==> src/rtl/alarm_pkg.sv <==
// Shared definitions for the alarm consumer path: time format, FSM states, counter sizing.
// Latency: none (package only).
// Backpressure: not applicable.
package alarm_pkg;

  localparam int DIGIT_W      = 4;            // one BCD digit
  localparam int TIME_W       = 4 * DIGIT_W;  // {H1,H0,M1,M0}
  localparam int SECS_PER_MIN = 60;

  typedef enum logic [1:0] {
    IDLE    = 2'd0,
    ARMED   = 2'd1,
    RINGING = 2'd2,
    SNOOZE  = 2'd3
  } state_t;

  // Counter width able to hold terminal-1, never narrower than one bit.
  function automatic int cnt_width(input int terminal);
    return (terminal > 1) ? $clog2(terminal) : 1;
  endfunction

endpackage

==> src/rtl/alarm_timeout_counter.sv <==
// Tick counter that pulses done on the TERMINAL-th tick since the last clear.
// Latency: done is combinational with the terminal tick; count updates on the next edge.
// Backpressure: none; clear dominates tick, count saturates at TERMINAL-1.
//
// Ports: clk, reset (sync, active-low), clear (zero the count), tick (count one),
//        done (pulse when a tick arrives with the count at TERMINAL-1).
module alarm_timeout_counter
  import alarm_pkg::*;
#(
  parameter int TERMINAL = 60
) (
  input  logic clk,
  input  logic reset,
  input  logic clear,
  input  logic tick,
  output logic done
);

  localparam int              CW   = cnt_width(TERMINAL);
  localparam logic [CW-1:0]   LAST = CW'(TERMINAL - 1);

  logic [CW-1:0] r_cnt;
  logic          w_at_last;

  assign w_at_last = (r_cnt == LAST);
  assign done      = tick & ~clear & w_at_last;

  always_ff @(posedge clk) begin
    if (!reset) begin
      r_cnt <= '0;
    end else if (clear) begin
      r_cnt <= '0;
    end else if (tick && !w_at_last) begin
      // Hold at LAST: the owner leaves the counting state on done anyway.
      r_cnt <= r_cnt + CW'(1);
    end
  end

endmodule

==> src/rtl/alarm_controller.sv <==
// Alarm consumer: fires buzzer on alarm/time match edge, with stop, auto-timeout and optional snooze.
// Latency: alarm/snoozing registered, one cycle after the causing input.
// Backpressure: none; level inputs sampled every cycle, priority stop > snooze > timeout.
//
// Ports: clk, reset (sync, active-low), one_sec (1 s pulse), alarm_data/current_time (BCD HH:MM),
//        alarm_on, stop_alarm, snooze (levels); alarm, snoozing (registered outputs).
// Build option: define ALARM_SNOOZE_EN to include the snooze state and its counter.
module alarm_controller
  import alarm_pkg::*;
#(
  parameter int RING_SECONDS   = 60,
  parameter int SNOOZE_MINUTES = 5
) (
  input  logic              clk,
  input  logic              reset,
  input  logic              one_sec,
  input  logic [TIME_W-1:0] alarm_data,
  input  logic [TIME_W-1:0] current_time,
  input  logic              alarm_on,
  input  logic              stop_alarm,
  input  logic              snooze,
  output logic              alarm,
  output logic              snoozing
);

  localparam int SNZ_TERMINAL = SNOOZE_MINUTES * SECS_PER_MIN;

  state_t r_state;
  state_t w_next;
  logic   r_match_q;
  logic   r_alarm;
  logic   w_match;
  logic   w_match_rise;
  logic   w_ring_done;
  logic   w_snz_done;
  logic   w_snooze_req;

  assign w_match      = (current_time == alarm_data);
  assign w_match_rise = w_match & ~r_match_q;

  // Counters only run while in their own state, so a one_sec on the entry
  // cycle is not counted and re-entry always starts from zero.
  alarm_timeout_counter #(.TERMINAL(RING_SECONDS)) u_ring_cnt (
    .clk   (clk),
    .reset (reset),
    .clear (r_state != RINGING),
    .tick  (one_sec & (r_state == RINGING)),
    .done  (w_ring_done)
  );

`ifdef ALARM_SNOOZE_EN
  logic r_snoozing;

  alarm_timeout_counter #(.TERMINAL(SNZ_TERMINAL)) u_snz_cnt (
    .clk   (clk),
    .reset (reset),
    .clear (r_state != SNOOZE),
    .tick  (one_sec & (r_state == SNOOZE)),
    .done  (w_snz_done)
  );

  assign w_snooze_req = snooze;
  assign snoozing     = r_snoozing;

  always_ff @(posedge clk) begin
    if (!reset) begin
      r_snoozing <= 1'b0;
    end else begin
      r_snoozing <= (w_next == SNOOZE);
    end
  end
`else
  logic w_unused_snz;

  assign w_unused_snz = snooze ^ (SNZ_TERMINAL > 0);
  assign w_snz_done   = 1'b0;
  assign w_snooze_req = 1'b0;
  assign snoozing     = 1'b0;
`endif

  always_comb begin
    w_next = r_state;
    if (!alarm_on) begin
      w_next = IDLE;
    end else begin
      case (r_state)
        IDLE:    w_next = ARMED;
        ARMED:   if (w_match_rise) w_next = RINGING;
        RINGING: begin
          if (stop_alarm)        w_next = ARMED;
          else if (w_snooze_req) w_next = SNOOZE;
          else if (w_ring_done)  w_next = ARMED;
        end
        SNOOZE: begin
          if (stop_alarm)       w_next = ARMED;
          else if (w_snz_done)  w_next = RINGING;
        end
        default: w_next = IDLE;
      endcase
    end
  end

  // match_q resets high so an alarm time already equal at reset cannot fire.
  always_ff @(posedge clk) begin
    if (!reset) begin
      r_state   <= IDLE;
      r_match_q <= 1'b1;
      r_alarm   <= 1'b0;
    end else begin
      r_state   <= w_next;
      r_match_q <= w_match;
      r_alarm   <= (w_next == RINGING);
    end
  end

  assign alarm = r_alarm;

endmodule

==> config.mk <==
export PLATFORM = sky130hd
export DESIGN_NAME = alarm_controller
export DESIGN_NICKNAME = d
export VERILOG_FILES = /design/src/rtl/alarm_pkg.sv /design/src/rtl/alarm_timeout_counter.sv /design/src/rtl/alarm_controller.sv
export SDC_FILE = /design/constraint.sdc
export NUM_CORES = 1
export LEC_CHECK = 0
export CAP_MARGIN = 30
export CORE_UTILIZATION = 38
export DETAILED_ROUTE_END_ITERATION = 16
export PLACE_DENSITY = 0.92
export SYNTH_ARGS = -nofsm -noshare
export SYNTH_HDL_FRONTEND = slang
export SYNTH_SLANG_ARGS = --single-unit
==> constraint.sdc <==
create_clock -name clk -period 2.8 [get_ports clk]
set_clock_uncertainty 0.1 [all_clocks]
set_input_delay 0.28 -clock clk [delete_from_list [all_inputs] [get_ports clk]]
set_output_delay 0.28 -clock clk [all_outputs]
set_load 0.02 [all_outputs]
==> impl_metrics.env <==
export IMPL_holdPathStages=2
export IMPL_io_pins=40
export IMPL_synth_edf_count=0
export IMPL_grt_use_total_pct=18.73
export IMPL_async_flop_share_pct=0
export IMPL_syn_inst=72
export IMPL_cts_resized=0
export IMPL_port_buffers=37
export IMPL_via_per_inst=5.000
export IMPL_ir_drop_v=0.0001932
export IMPL_grt_start_max_net_pins=8
export IMPL_synth_most_common_cell="xor2_1"
export IMPL_cp_endpoint="r_state[0]$_SDFF_PN0_"
export IMPL_clk_latency_ns=0.26
export IMPL_ys_types=25
export IMPL_worst_slack_ns=1.157
export IMPL_clkSinkCount=10
export IMPL_start_util_pct=41.30
export IMPL_synth_top_area_cell="dfxtp_1"
export IMPL_n_antenna_cell=0
export IMPL_slew_violations=0
export IMPL_finalCritPeriodShare_pct=58.69
export IMPL_drv_cap=0
export IMPL_status="complete, no violations"
export IMPL_crit_start="alarm_data[5]"
export IMPL_crit_arrival_ns=1.69
export IMPL_area_growth_pct=64.41
export IMPL_holdBufCountCts=0
export IMPL_dp_slack_ns=0.8850
export IMPL_hold_viol=0
export IMPL_yosysSeqAreaShare_pct=31.81
export IMPL_fmax_mhz=608.5
export IMPL_synth_ff_type="dfxtp_1"
export IMPL_p_per_area_nw_per_um2=305.3
export IMPL_drive_gt1_share_pct=4.505
export IMPL_hold_class="register to register"
export IMPL_ys_ff_latch=10
export IMPL_dieArea_sq_um=1823
export IMPL_clkSlewWorstSetupHoldPaths_ns=0.06
export IMPL_drt_pass1_iterations=2
export IMPL_rr_startpoint="u_ring_cnt.r_cnt[0]$_SDFFE_PP0P_"
export IMPL_syn_area_sq_um=629.4
export IMPL_synth_common_cells="xor2_1 (19), dfxtp_1 (10), nor2_1 (6)"
export IMPL_syn_avg_cell_area_sq_um=8.741
export IMPL_leakagePower_uw=0.0003985
export IMPL_drc_errors=0
export IMPL_grt_ovfl_total=0
export IMPL_htreeDepth=1
export IMPL_syn_nets=111
export IMPL_crit_type="primary input to register"
export IMPL_grt_pass1_vias=685
export IMPL_min_period_ns=1.643
export IMPL_r2r_end="r_state[1]$_SDFF_PN0_"
export IMPL_ff2ff_setup_slack_ns=1.17
export IMPL_critPathMaxFanout=4
export IMPL_cts_buffers=3
export IMPL_avgRoutedWirePerCell_um=11.39
export IMPL_rsz0062_at_grt="false"
export IMPL_die_height_um=42.70
export IMPL_holdWs_ns=0.4314
export IMPL_reg2regPathDepth=5
export IMPL_first_iter_violations=9
export IMPL_synth_top_area_share_pct=31.81
export IMPL_setup_viol=0
export IMPL_routed_wl_um=1446
export IMPL_grt_pass1_wl_um=2511
export IMPL_ys_warn_count=0
export IMPL_required_ns=2.85
export IMPL_antenna_found_initial=0
export IMPL_critPathLaunchType="primary input"
export IMPL_setup_tns_final_ns=0
export IMPL_power_total_uw=315.9
export IMPL_clockBufferDepth=2
export IMPL_final_nets=152
export IMPL_die_x_um=42.70
export IMPL_vias=635
export IMPL_rows=14
export IMPL_cts_tree="done"
export IMPL_ant_nets=0
export IMPL_core_area_sq_um=1524
export IMPL_root_buffer="clkbuf_4"
export IMPL_synth_area_leaders="dfxtp_1 (32%), xor2_1 (26%), nor4_1 (5.0%)"
export IMPL_post_cts_buffers=0
export IMPL_cp_end_kind="register"
export IMPL_gp_congestion=0.7583
export IMPL_dpl_hpwl_um=1303
## cells by family (layout without fill, tap and decap cells)
kind of cell	count (synthesis)	count (layout)	synth area share, %
other cells	1	1	0.5958
buf+inv	3	42	2.387
xor+xnor	21	21	29.23
mux	1	1	1.591
fa+ha+maj	1	1	1.988
flops	10	10	31.81
simple gates	28	28	25.65
compound gates	7	7	6.761
## area by class of cell
type | count | area [sq um]
repair buffers | 37 | 370.4
inverters | 2 | 7.507
well taps | 16 | 20.02
fillers | 131 | 489.2
multi-input cells | 59 | 414.1
flip-flops and latches | 10 | 200.2
clock buffers | 3 | 22.52
## routing by layer
layer  share of wire (%)  vias to the layer above  global-route usage [%]
li1                    -                      327                       -
met1                  32                      285                   14.40
met2                  61                       23                   40.30
met3                 6.4                        0                   9.362
met4                   0                        0                   1.875
met5                   0                        -                       0
## layout by cell type (no fill, tap or decap), types with 2 or more instances in the layout
master | Yosys | routed
clkbuf_4 | 0 | 3
clkdlybuf4s50_1 | 0 | 37
dfxtp_1 | 10 | 10
inv_1 | 2 | 2
nand2_1 | 5 | 5
nand2b_1 | 2 | 2
nand4_1 | 2 | 2
nor2_1 | 6 | 6
nor4_1 | 5 | 5
o21ai_0 | 4 | 4
xnor2_1 | 2 | 2
xor2_1 | 19 | 19
## power breakdown
| group | switching (uW) | total (uW) | internal [uW] |
|---|---|---|---|
| Combinational | 22.7 | 79.8 | 57.0 |
| Clock | 42.3 | 91.5 | 49.3 |
| Sequential | 0.713 | 145 | 144 |
| Total | 65.7 | 316 | 250 |
## registers in the layout, indices dropped and copies added, names as in the netlist
signal            flops
u_ring_cnt.r_cnt      6
r_state               2
alarm                 1
r_match_q             1
## worst max-delay path, cell delays in order
cell,delay [ns]
clkdlybuf4s50_1,0.41
xor2_1,0.16
nor4_1,0.31
nand4_1,0.22
o31a_1,0.32
## worst min-delay path by stage
stage	startpoint	endpoint	slack [ns]
after floorplan	reset	r_match_q$_SDFF_PN1_	0.24
after global placement	u_ring_cnt.r_cnt[1]$_SDFFE_PP0P_	u_ring_cnt.r_cnt[1]$_SDFFE_PP0P_	0.41
after detailed placement	r_match_q$_SDFF_PN1_	r_state[0]$_SDFF_PN0_	0.43
after CTS	r_match_q$_SDFF_PN1_	r_state[0]$_SDFF_PN0_	0.44
after global routing	r_match_q$_SDFF_PN1_	r_state[0]$_SDFF_PN0_	0.48
final	r_match_q$_SDFF_PN1_	r_state[0]$_SDFF_PN0_	0.43
## through the flow
| stage | cell area (sq um) | util, % | cells |
|---|---|---|---|
| 2_1_floorplan | 629.4 | - | 72 |
| 3_3_place_gp | 1012 | 66.42 | 124 |
| 3_5_place_dp | 1012 | 66.42 | 124 |
| 4_1_cts | 1035 | 67.90 | 127 |
| 5_1_grt | 1035 | 67.90 | 127 |
| 6_report | 1035 | 67.90 | 127 |
Note: power is estimated with default switching activity, not from simulation.
